File: src/rtl/alu_share_arbiter_if.sv
// Request/response channels of both clients plus the shared ALU hookup.
// Optional rsp*_err lines exist only when ALU_ARB_ILLEGAL_OP_EN is defined.
interface alu_share_arbiter_if #(
  parameter int WIDTH = 32,
  parameter int OP_W  = 3
);
  logic             req0_valid, req0_ready;
  logic [OP_W-1:0]  req0_op;
  logic [WIDTH-1:0] req0_a, req0_b;
  logic             rsp0_valid, rsp0_ready;
  logic [WIDTH-1:0] rsp0_result;
  logic             rsp0_zero, rsp0_sign;

  logic             req1_valid, req1_ready;
  logic [OP_W-1:0]  req1_op;
  logic [WIDTH-1:0] req1_a, req1_b;
  logic             rsp1_valid, rsp1_ready;
  logic [WIDTH-1:0] rsp1_result;
  logic             rsp1_zero, rsp1_sign;

  logic [OP_W-1:0]  alu_opcode;
  logic [WIDTH-1:0] alu_rega, alu_regb, alu_result;
  logic             alu_zero, alu_sign;
`ifdef ALU_ARB_ILLEGAL_OP_EN
  logic             rsp0_err, rsp1_err;
`endif

  modport slave (
    input  req0_valid, req0_op, req0_a, req0_b, rsp0_ready,
    output req0_ready, rsp0_valid, rsp0_result, rsp0_zero, rsp0_sign,
    input  req1_valid, req1_op, req1_a, req1_b, rsp1_ready,
    output req1_ready, rsp1_valid, rsp1_result, rsp1_zero, rsp1_sign,
`ifdef ALU_ARB_ILLEGAL_OP_EN
    output rsp0_err, rsp1_err,
`endif
    output alu_opcode, alu_rega, alu_regb,
    input  alu_result, alu_zero, alu_sign
  );

  modport master (
    output req0_valid, req0_op, req0_a, req0_b, rsp0_ready,
    input  req0_ready, rsp0_valid, rsp0_result, rsp0_zero, rsp0_sign,
    output req1_valid, req1_op, req1_a, req1_b, rsp1_ready,
    input  req1_ready, rsp1_valid, rsp1_result, rsp1_zero, rsp1_sign,
`ifdef ALU_ARB_ILLEGAL_OP_EN
    input  rsp0_err, rsp1_err,
`endif
    input  alu_opcode, alu_rega, alu_regb,
    output alu_result, alu_zero, alu_sign
  );
endinterface

File: src/rtl/alu_share_arbiter.sv
// Round-robin share of one combinational ALU between two valid/ready clients.
// Optional macro ALU_ARB_ILLEGAL_OP_EN: opcodes 110/111 are trapped and answered with err=1.
module alu_share_arbiter #(
  parameter int WIDTH = 32,
  parameter int OP_W  = 3
) (
  input  logic                clk,
  input  logic                rst_n,
  alu_share_arbiter_if.slave  bus,
  output logic                busy
);
  typedef enum logic [1:0] {IDLE, ISSUE, RESP} state_t;

  state_t           state_q;
  logic             rr_last_q, gnt_q;
  logic [1:0]       rsp_vld_q;
  logic [OP_W-1:0]  op_q;
  logic [WIDTH-1:0] a_q, b_q, res_q;
  logic             zero_q, sign_q;

  logic             idle, grant, acc, rsp_rdy;
  logic [OP_W-1:0]  op_in;
  logic [WIDTH-1:0] a_in, b_in;

  assign idle  = (state_q == IDLE);
  // Both requesting: take the port that did not win last time.
  assign grant = bus.req1_valid && (!bus.req0_valid || !rr_last_q);
  assign bus.req0_ready = idle && bus.req0_valid && !grant;
  assign bus.req1_ready = idle && bus.req1_valid &&  grant;
  assign acc     = bus.req0_ready || bus.req1_ready;
  assign op_in   = grant ? bus.req1_op : bus.req0_op;
  assign a_in    = grant ? bus.req1_a  : bus.req0_a;
  assign b_in    = grant ? bus.req1_b  : bus.req0_b;
  assign rsp_rdy = gnt_q ? bus.rsp1_ready : bus.rsp0_ready;

`ifdef ALU_ARB_ILLEGAL_OP_EN
  logic ill_in, ill_q, err_q;
  assign ill_in = (op_in == OP_W'(3'b110)) || (op_in == OP_W'(3'b111));
  assign bus.rsp0_err = err_q && rsp_vld_q[0];
  assign bus.rsp1_err = err_q && rsp_vld_q[1];
`endif

  always_ff @(posedge clk or negedge rst_n) begin
    if (!rst_n) begin
      state_q   <= IDLE;
      rr_last_q <= 1'b1;
      gnt_q     <= 1'b0;
      rsp_vld_q <= '0;
      op_q      <= '0;
      a_q       <= '0;
      b_q       <= '0;
      res_q     <= '0;
      zero_q    <= 1'b0;
      sign_q    <= 1'b0;
`ifdef ALU_ARB_ILLEGAL_OP_EN
      ill_q     <= 1'b0;
      err_q     <= 1'b0;
`endif
    end else begin
      case (state_q)
        IDLE: if (acc) begin
          gnt_q   <= grant;
          state_q <= ISSUE;
`ifdef ALU_ARB_ILLEGAL_OP_EN
          ill_q   <= ill_in;
          // Trapped opcodes never reach the ALU; its inputs keep the last legal op.
          if (!ill_in) begin
            op_q <= op_in;
            a_q  <= a_in;
            b_q  <= b_in;
          end
`else
          op_q    <= op_in;
          a_q     <= a_in;
          b_q     <= b_in;
`endif
        end
        ISSUE: begin
`ifdef ALU_ARB_ILLEGAL_OP_EN
          if (ill_q) begin
            res_q  <= '0;
            zero_q <= 1'b1;
            sign_q <= 1'b0;
            err_q  <= 1'b1;
          end else begin
            res_q  <= bus.alu_result;
            zero_q <= bus.alu_zero;
            sign_q <= bus.alu_sign;
            err_q  <= 1'b0;
          end
`else
          res_q  <= bus.alu_result;
          zero_q <= bus.alu_zero;
          sign_q <= bus.alu_sign;
`endif
          rsp_vld_q <= gnt_q ? 2'b10 : 2'b01;
          state_q   <= RESP;
        end
        RESP: if (rsp_rdy) begin
          rsp_vld_q <= '0;
          rr_last_q <= gnt_q;
          state_q   <= IDLE;
        end
        default: state_q <= IDLE;
      endcase
    end
  end

  assign bus.alu_opcode  = op_q;
  assign bus.alu_rega    = a_q;
  assign bus.alu_regb    = b_q;
  assign bus.rsp0_valid  = rsp_vld_q[0];
  assign bus.rsp1_valid  = rsp_vld_q[1];
  assign bus.rsp0_result = res_q;
  assign bus.rsp1_result = res_q;
  assign bus.rsp0_zero   = zero_q;
  assign bus.rsp1_zero   = zero_q;
  assign bus.rsp0_sign   = sign_q;
  assign bus.rsp1_sign   = sign_q;
  assign busy            = !idle;
endmodule
File: src/flat_wrapper.sv
// flat-port wrapper written by rule: the top's interface ports become plain ports
module alu_share_arbiter_flat 
#(
  parameter int WIDTH = 32,
  parameter int OP_W  = 3
)
  (clk, rst_n, busy, bus_req0_valid, bus_req0_op, bus_req0_a, bus_req0_b, bus_rsp0_ready, bus_req0_ready, bus_rsp0_valid, bus_rsp0_result, bus_rsp0_zero, bus_rsp0_sign, bus_req1_valid, bus_req1_op, bus_req1_a, bus_req1_b, bus_rsp1_ready, bus_req1_ready, bus_rsp1_valid, bus_rsp1_result, bus_rsp1_zero, bus_rsp1_sign, bus_alu_opcode, bus_alu_rega, bus_alu_regb, bus_alu_result, bus_alu_zero, bus_alu_sign);
  alu_share_arbiter_if #(.WIDTH(WIDTH), .OP_W(OP_W)) bus_i ();
  input  logic clk;
  input  logic rst_n;
  output logic busy;
  input wire logic [$bits(bus_i.req0_valid)-1:0] bus_req0_valid;
  input wire logic [$bits(bus_i.req0_op)-1:0] bus_req0_op;
  input wire logic [$bits(bus_i.req0_a)-1:0] bus_req0_a;
  input wire logic [$bits(bus_i.req0_b)-1:0] bus_req0_b;
  input wire logic [$bits(bus_i.rsp0_ready)-1:0] bus_rsp0_ready;
  output wire logic [$bits(bus_i.req0_ready)-1:0] bus_req0_ready;
  output wire logic [$bits(bus_i.rsp0_valid)-1:0] bus_rsp0_valid;
  output wire logic [$bits(bus_i.rsp0_result)-1:0] bus_rsp0_result;
  output wire logic [$bits(bus_i.rsp0_zero)-1:0] bus_rsp0_zero;
  output wire logic [$bits(bus_i.rsp0_sign)-1:0] bus_rsp0_sign;
  input wire logic [$bits(bus_i.req1_valid)-1:0] bus_req1_valid;
  input wire logic [$bits(bus_i.req1_op)-1:0] bus_req1_op;
  input wire logic [$bits(bus_i.req1_a)-1:0] bus_req1_a;
  input wire logic [$bits(bus_i.req1_b)-1:0] bus_req1_b;
  input wire logic [$bits(bus_i.rsp1_ready)-1:0] bus_rsp1_ready;
  output wire logic [$bits(bus_i.req1_ready)-1:0] bus_req1_ready;
  output wire logic [$bits(bus_i.rsp1_valid)-1:0] bus_rsp1_valid;
  output wire logic [$bits(bus_i.rsp1_result)-1:0] bus_rsp1_result;
  output wire logic [$bits(bus_i.rsp1_zero)-1:0] bus_rsp1_zero;
  output wire logic [$bits(bus_i.rsp1_sign)-1:0] bus_rsp1_sign;
  output wire logic [$bits(bus_i.alu_opcode)-1:0] bus_alu_opcode;
  output wire logic [$bits(bus_i.alu_rega)-1:0] bus_alu_rega;
  output wire logic [$bits(bus_i.alu_regb)-1:0] bus_alu_regb;
  input wire logic [$bits(bus_i.alu_result)-1:0] bus_alu_result;
  input wire logic [$bits(bus_i.alu_zero)-1:0] bus_alu_zero;
  input wire logic [$bits(bus_i.alu_sign)-1:0] bus_alu_sign;
  assign bus_i.req0_valid = bus_req0_valid;
  assign bus_i.req0_op = bus_req0_op;
  assign bus_i.req0_a = bus_req0_a;
  assign bus_i.req0_b = bus_req0_b;
  assign bus_i.rsp0_ready = bus_rsp0_ready;
  assign bus_req0_ready = bus_i.req0_ready;
  assign bus_rsp0_valid = bus_i.rsp0_valid;
  assign bus_rsp0_result = bus_i.rsp0_result;
  assign bus_rsp0_zero = bus_i.rsp0_zero;
  assign bus_rsp0_sign = bus_i.rsp0_sign;
  assign bus_i.req1_valid = bus_req1_valid;
  assign bus_i.req1_op = bus_req1_op;
  assign bus_i.req1_a = bus_req1_a;
  assign bus_i.req1_b = bus_req1_b;
  assign bus_i.rsp1_ready = bus_rsp1_ready;
  assign bus_req1_ready = bus_i.req1_ready;
  assign bus_rsp1_valid = bus_i.rsp1_valid;
  assign bus_rsp1_result = bus_i.rsp1_result;
  assign bus_rsp1_zero = bus_i.rsp1_zero;
  assign bus_rsp1_sign = bus_i.rsp1_sign;
  assign bus_alu_opcode = bus_i.alu_opcode;
  assign bus_alu_rega = bus_i.alu_rega;
  assign bus_alu_regb = bus_i.alu_regb;
  assign bus_i.alu_result = bus_alu_result;
  assign bus_i.alu_zero = bus_alu_zero;
  assign bus_i.alu_sign = bus_alu_sign;
  alu_share_arbiter #(.WIDTH(WIDTH), .OP_W(OP_W)) u_core (.clk(clk), .rst_n(rst_n), .bus(bus_i), .busy(busy));
endmodule
File: config.mk
export PLATFORM = sky130hd
export DESIGN_NAME = alu_share_arbiter_flat
export DESIGN_NICKNAME = d
export VERILOG_FILES = /design/src/rtl/alu_share_arbiter_if.sv /design/src/rtl/alu_share_arbiter.sv /design/src/flat_wrapper.sv
export SDC_FILE = /design/constraint.sdc
export NUM_CORES = 1
export LEC_CHECK = 0
export CORE_MARGIN = 10
export CORE_UTILIZATION = 38
export CTS_CLUSTER_DIAMETER = 80
export DETAILED_ROUTE_END_ITERATION = 7
export PLACE_DENSITY = 0.89
export SYNTH_ARGS = -nofsm -noshare
export SYNTH_HDL_FRONTEND = slang
export SYNTH_SLANG_ARGS = --single-unit
export TNS_END_PERCENT = 50
File: constraint.sdc
create_clock -name clk -period 2.2 [get_ports clk]
set_clock_uncertainty 0.05 [all_clocks]
set_input_delay 0.44 -clock clk [delete_from_list [all_inputs] [get_ports clk]]
set_output_delay 0.44 -clock clk [all_outputs]
set_load 0.03 [all_outputs]
==> out/qor.csv, run 1 <==
metric;value;unit
critical-path cell list;clkdlybuf4s50_1, a21bo_4, nor3_2, buf_4;
CTS Buffer Depth;2;
pre-CTS WS;0.00386;ns
Reg2Reg Depth;4;
met2 WL post-DR;9300;um
Final Hold Fails;0;
syn_nets;601;
DR pass1 iterations;4;
core area;0.0133;sq mm
R2R Setup Slk;0.37;ns
vias per inst;4.70;
Routed met3 length;1690;um
Slew Viols, Final;0;
Crit Path Max Fanout;6;
Layout Cells excl Fill;887;
family with the most delay on the worst path;buffers and inverters;
max-cap violations;0;
Starting Density;39.0;%
post-synth top area share;51.2;%
Critical R2R Launch;u_core.state_q[0];
Vias;4173;
outcome;finished, final reports clean;
largest cells by area after synthesis;dfrtp_1 (51%), mux2_2 (26%), nand2_1 (7.6%);
# clock sinks;107;
stages on the worst setup path;4;
die area;0.0187;sq mm
# diodes;0;
global route total overflow;0;
Avg WL per Cell;20.0;um
gp weighted congestion;0.819;
Antenna Nets Post-Route;0;
Yosys top cell by area;dfrtp_1;
most frequent cells in the layout;clkdlybuf4s50_1 (309), mux2_2 (118), dfrtp_1 (106);
Top Ports;314;
Die Height;137;um
Worst setup startpoint;bus_req1_valid;
Peak Freq;475;MHz
Syn Inst Count;427;
nets@finish;880;
Buffers & Inverters on Critical Path;2;
CP endpoint;bus_req1_ready;
Slew @ Worst Pin;0.551;ns
most common library cell in the layout ignoring fill and taps;clkdlybuf4s50_1;
final setup TNS;0;ns
first-pass GRT wire length;26600;um
RSZ-0062 raised after global routing;no;
synthesis-stage register bit count;107;
die width;137;um
Placed Cells incl. Taps;870;
final worst slack;0.0967;ns
crit path kind;in -> out;
Root Buffer;clkbuf_16;
Total GRT Usage;18.3;%
largest net degree at the start of global routing;62;
CTS tree;built;
Yosys warnings;0;
htree depth;3;
syn_area_per_cell;12.1;sq um
drt total wl;17800;um
highest routed layer;met4;
vias in the first global route;4822;
std cell rows;42;
Tmin final;2.10;ns
Slowest cell on crit path;clkdlybuf4s50_1;
# setup viols final;0;
crit end category;output pin;
TritonCTS buffer count;9;
Clk Latency, worst-skew pair;0.34;ns
hold crit path type;in -> async;
register area share after synthesis;51.7;%
cell area after synthesis;0.00518;sq mm
Clk pin slew, worst setup/hold paths;0.06;ns
Slew headroom;63.3;%
critical path startpoint category;primary input;
max incr delay on CP;0.49;ns
Final HPWL DP;14400;um
R2R Path End;u_core.bus.alu_regb[19];
Req. time, crit path;1.71;ns
Port Buffers;313;
Unique masters post-synth;23;
residual DRC count;0;
power per cell area;1580;mW/mm^2
synth-to-layout area growth;66.8;%
met1 wire length;6520;um
Leak;3.69;nW
ratio of cells with drive above 1 in the final layout;23.8;%
post-CTS setup buffers;0;
detailed router's first-iteration violation count;179;
Data arrival, critical path;1.61;ns
Max VDD drop;0.984;mV
initial antenna violation count;0;
Final period util;95.6;%
cell families (layout without fill, tap and decap cells):
family | Yosys count | count (layout) | share of synthesized area [%]
flops | 107 | 107 | 51.7
buf+inv | 60 | 344 | 7.85
simple gates | 114 | 114 | 8.60
compound gates | 12 | 12 | 1.55
mux | 134 | 134 | 30.3
per-layer routing:
layer	GRT usage, %	vias up
met5	0	-
met4	5.68	0
met3	6.52	17
met2	34.0	199
met1	18.6	2006
li1	-	1951
synthesized netlist by cell type:
cell	number
nand2b_1	1
mux2_2	118
o21a_1	1
buf_4	35
mux2_4	16
a21o_1	2
buf_6	5
buf_2	10
nand2_1	105
nor2b_1	3
nand3b_1	1
o21ai_0	1
and3_1	1
a311oi_1	1
a21bo_1	1
nor2_1	2
dfrtp_1	106
clkbuf_1	8
a221oi_1	1
dfstp_2	1
inv_1	2
a21oi_1	5
nor3_1	1
power by group:
| group | internal, mW | leakage [nW] | switching [mW] |
|---|---|---|---|
| Clock | 1.09 | 0.166 | 0.704 |
| Sequential | 2.99 | 1.27 | 0.690 |
| Combinational | 3.72 | 2.26 | 4.49 |
metrics by stage:
| step | instance area (sq um) | hold WS, ns | power [mW] | util [%] |
|---|---|---|---|---|
| final | 8640 | 0.397 | 13.7 | 65.0 |
| after global routing | 8640 | 0.398 | 14.4 | 65.0 |
| after CTS | 8640 | 0.389 | 13.9 | 65.0 |
| after detailed placement | 8290 | 0.196 | 12.0 | 62.4 |
| after global placement | 8290 | 0.191 | 11.8 | 62.4 |
| after floorplan | 5180 | 0.0944 | 8.71 | - |
sequential cells by signal, summed over array words and instances, names as in the netlist, 2 cells and up:
register and flops:
u_core.rsp_vld_q 2, u_core.bus.alu_regb 32, u_core.bus.alu_opcode 3, u_core.bus.alu_rega 32
u_core.bus.rsp0_result 32, u_core.state_q 2
worst min path at each step:
stage	start	endpoint	slack (ns)	depth (start not counted)
after floorplan	rst_n	u_core.bus.alu_opcode[0]	0.09	0
after global placement	rst_n	u_core.bus.rsp0_result[29]	0.19	1
after detailed placement	rst_n	u_core.bus.rsp0_result[29]	0.20	1
after CTS	rst_n	u_core.bus.rsp0_result[29]	0.39	2
after global routing	rst_n	u_core.bus.rsp0_result[29]	0.40	2
final	rst_n	u_core.bus.rsp0_result[29]	0.40	2
layout make-up:
cell class                      instances  area (sq um)
Fill cell                             973          4650
Tap cell                              176           220
Clock inverter                          3          68.8
Inverter                                2          7.51
Sequential cell                       107          2680
Multi-Input combinational cell        260          2110
Clock buffer                           13           270
Timing Repair Buffer                  326          3290
timing repair:
action / in CTS / in global routing
endpoints found under the setup margin: 1 / 0
hold buffers: 1 / 0
hold endpoints to repair: 2 / 0
gates resized for setup: 1 / 0
No activity file was read; power rests on OpenSTA's default activity.
==> inputs of run 2 (changes only) <==
CORE_AREA = 2 2 120 122   (was unset)
CORE_MARGIN = unset   (was 10)
CORE_UTILIZATION = unset   (was 38)
DIE_AREA = 0 0 122 124   (was unset)
PLACE_DENSITY = 0.88   (was 0.89)
==> out/qor.csv, run 2 (synthesis results as in run 1) <==
metric;value;unit
outcome;finished, final reports clean;
met1 wire length;5510;um
highest routed layer;met4;
Crit Path Max Fanout;10;
R2R Setup Slk;0.38;ns
drt total wl;15500;um
Worst setup startpoint;bus_req1_valid;
Peak Freq;463;MHz
Root Buffer;clkbuf_16;
Slew headroom;67.9;%
nets@finish;884;
crit path kind;in -> out;
power per cell area;1570;mW/mm^2
CTS tree;built;
CP endpoint;bus_req1_ready;
residual DRC count;0;
Req. time, crit path;1.71;ns
max incr delay on CP;0.54;ns
Clk pin slew, worst setup/hold paths;0.07;ns
Vias;4253;
Reg2Reg Depth;4;
die area;0.0151;sq mm
global route total overflow;0;
Data arrival, critical path;1.67;ns
stages on the worst setup path;4;
vias in the first global route;4618;
Top Ports;314;
std cell rows;43;
hold slack;0.459;ns
crit end category;output pin;
sequential cell area;0.00268;sq mm
Slew Viols, Final;0;
initial antenna violation count;0;
FILL cells;1048;
Max VDD drop;0.988;mV
Critical R2R Launch;u_core.rr_last_q;
DR pass1 iterations;4;
Antenna Nets Post-Route;0;
Buffers & Inverters on Critical Path;2;
Clk Latency, worst-skew pair;0.34;ns
min-delay src;u_core.bus.alu_rega[1];
final instance area;0.00867;sq mm
detailed router's first-iteration violation count;160;
htree depth;3;
Slowest cell on crit path;clkdlybuf4s50_1;
Port Buffers;313;
Routed met3 length;1280;um
area of the multi-input gates;0.00212;sq mm
critical-path cell list;clkdlybuf4s50_1, a21bo_4, nor3_4, buf_4;
Final HPWL DP;12100;um
ratio of cells with drive above 1 in the final layout;24.3;%
Layout Utilization;63.2;%
# clock sinks;107;
Avg WL per Cell;17.3;um
Tmin final;2.16;ns
hold crit path type;reg -> reg;
met2 WL post-DR;8500;um
first-pass GRT wire length;23200;um
max-cap violations;0;
pre-CTS WS;-0.0999;ns
most frequent cells in the layout;clkdlybuf4s50_1 (309), mux2_2 (118), dfrtp_1 (106);
final worst slack;0.0379;ns
# diodes;0;
R2R Path End;u_core.bus.alu_rega[0];
vias per inst;4.75;
Starting Density;37.8;%
critical path startpoint category;primary input;
RSZ-0062 raised after global routing;no;
largest net degree at the start of global routing;52;
Slew @ Worst Pin;0.481;ns
synth-to-layout area growth;67.4;%
gp weighted congestion;0.772;
Final Hold Fails;0;
Final period util;98.3;%
core area;0.0137;sq mm
CTS Buffer Depth;2;
Leak;3.70;nW
family with the most delay on the worst path;buffers and inverters;
Die Height;124;um
most common library cell in the layout ignoring fill and taps;clkdlybuf4s50_1;
# setup viols final;0;
placed standard-cell area;0.00832;sq mm
Total GRT Usage;19.9;%
die width;122;um
TritonCTS buffer count;9;
[run 2: area by class of cell]
cell class	count	share of cell area [%]
clock buffer	12	2.96
inverter	2	0.0866
clock inverter	4	0.837
multi-input combinational	260	24.5
timing repair buffer	330	38.1
sequential	107	30.9
tap	180	2.60
[run 2: worst min-delay path by stage]
stage | to | slack (ns) | depth (start not counted)
final | u_core.bus.alu_rega[1] | 0.46 | 1
after CTS | u_core.bus.alu_rega[1] | 0.46 | 1
after detailed placement | u_core.bus.rsp0_result[0] | 0.34 | 1
after global placement | u_core.bus.rsp0_result[0] | 0.34 | 1
after floorplan | u_core.bus.alu_opcode[0] | 0.09 | 0
after global routing | u_core.bus.alu_rega[27] | 0.47 | 1
[run 2: stage by stage]
| step | TNS (ns) | cells | total power [mW] |
|---|---|---|---|
| after floorplan | 0 | 427 | 8.71 |
| after global placement | -0.644 | 878 | 11.6 |
| after detailed placement | -3.63 | 878 | 11.9 |
| after CTS | 0 | 895 | 13.7 |
| after global routing | 0 | 895 | 14.2 |
| final | 0 | 895 | 13.6 |
[run 2: what timing repair did]
action,in CTS,in global routing
endpoints found under the setup margin,1,1
pin swaps,0,0
buffers inserted,0,0
resized for setup,2,1
hold endpoints to repair,25,0
hold buffers,1,0
[run 2: layer usage]
layer,vias to the layer above,GRT usage (%)
met4,0,6.61
met3,17,4.76
met2,212,38.2
li1,1959,-
met1,2065,21.4
met5,-,0
[run 2: report_power, final]
group / leakage [nW] / internal (mW) / total, mW / switching, mW
registers: 1.27 / 2.99 / 3.71 / 0.722
logic: 2.27 / 3.73 / 8.12 / 4.39
clock network: 0.159 / 1.06 / 1.76 / 0.698
total: 3.70 / 7.78 / 13.6 / 5.81
==> inputs of run 3 (changes only) <==
ABC_CLOCK_PERIOD_IN_PS = 2200   (was unset)
==> results of run 3 <==
The final DEF is identical to that of run 2; final timing and power are the same.
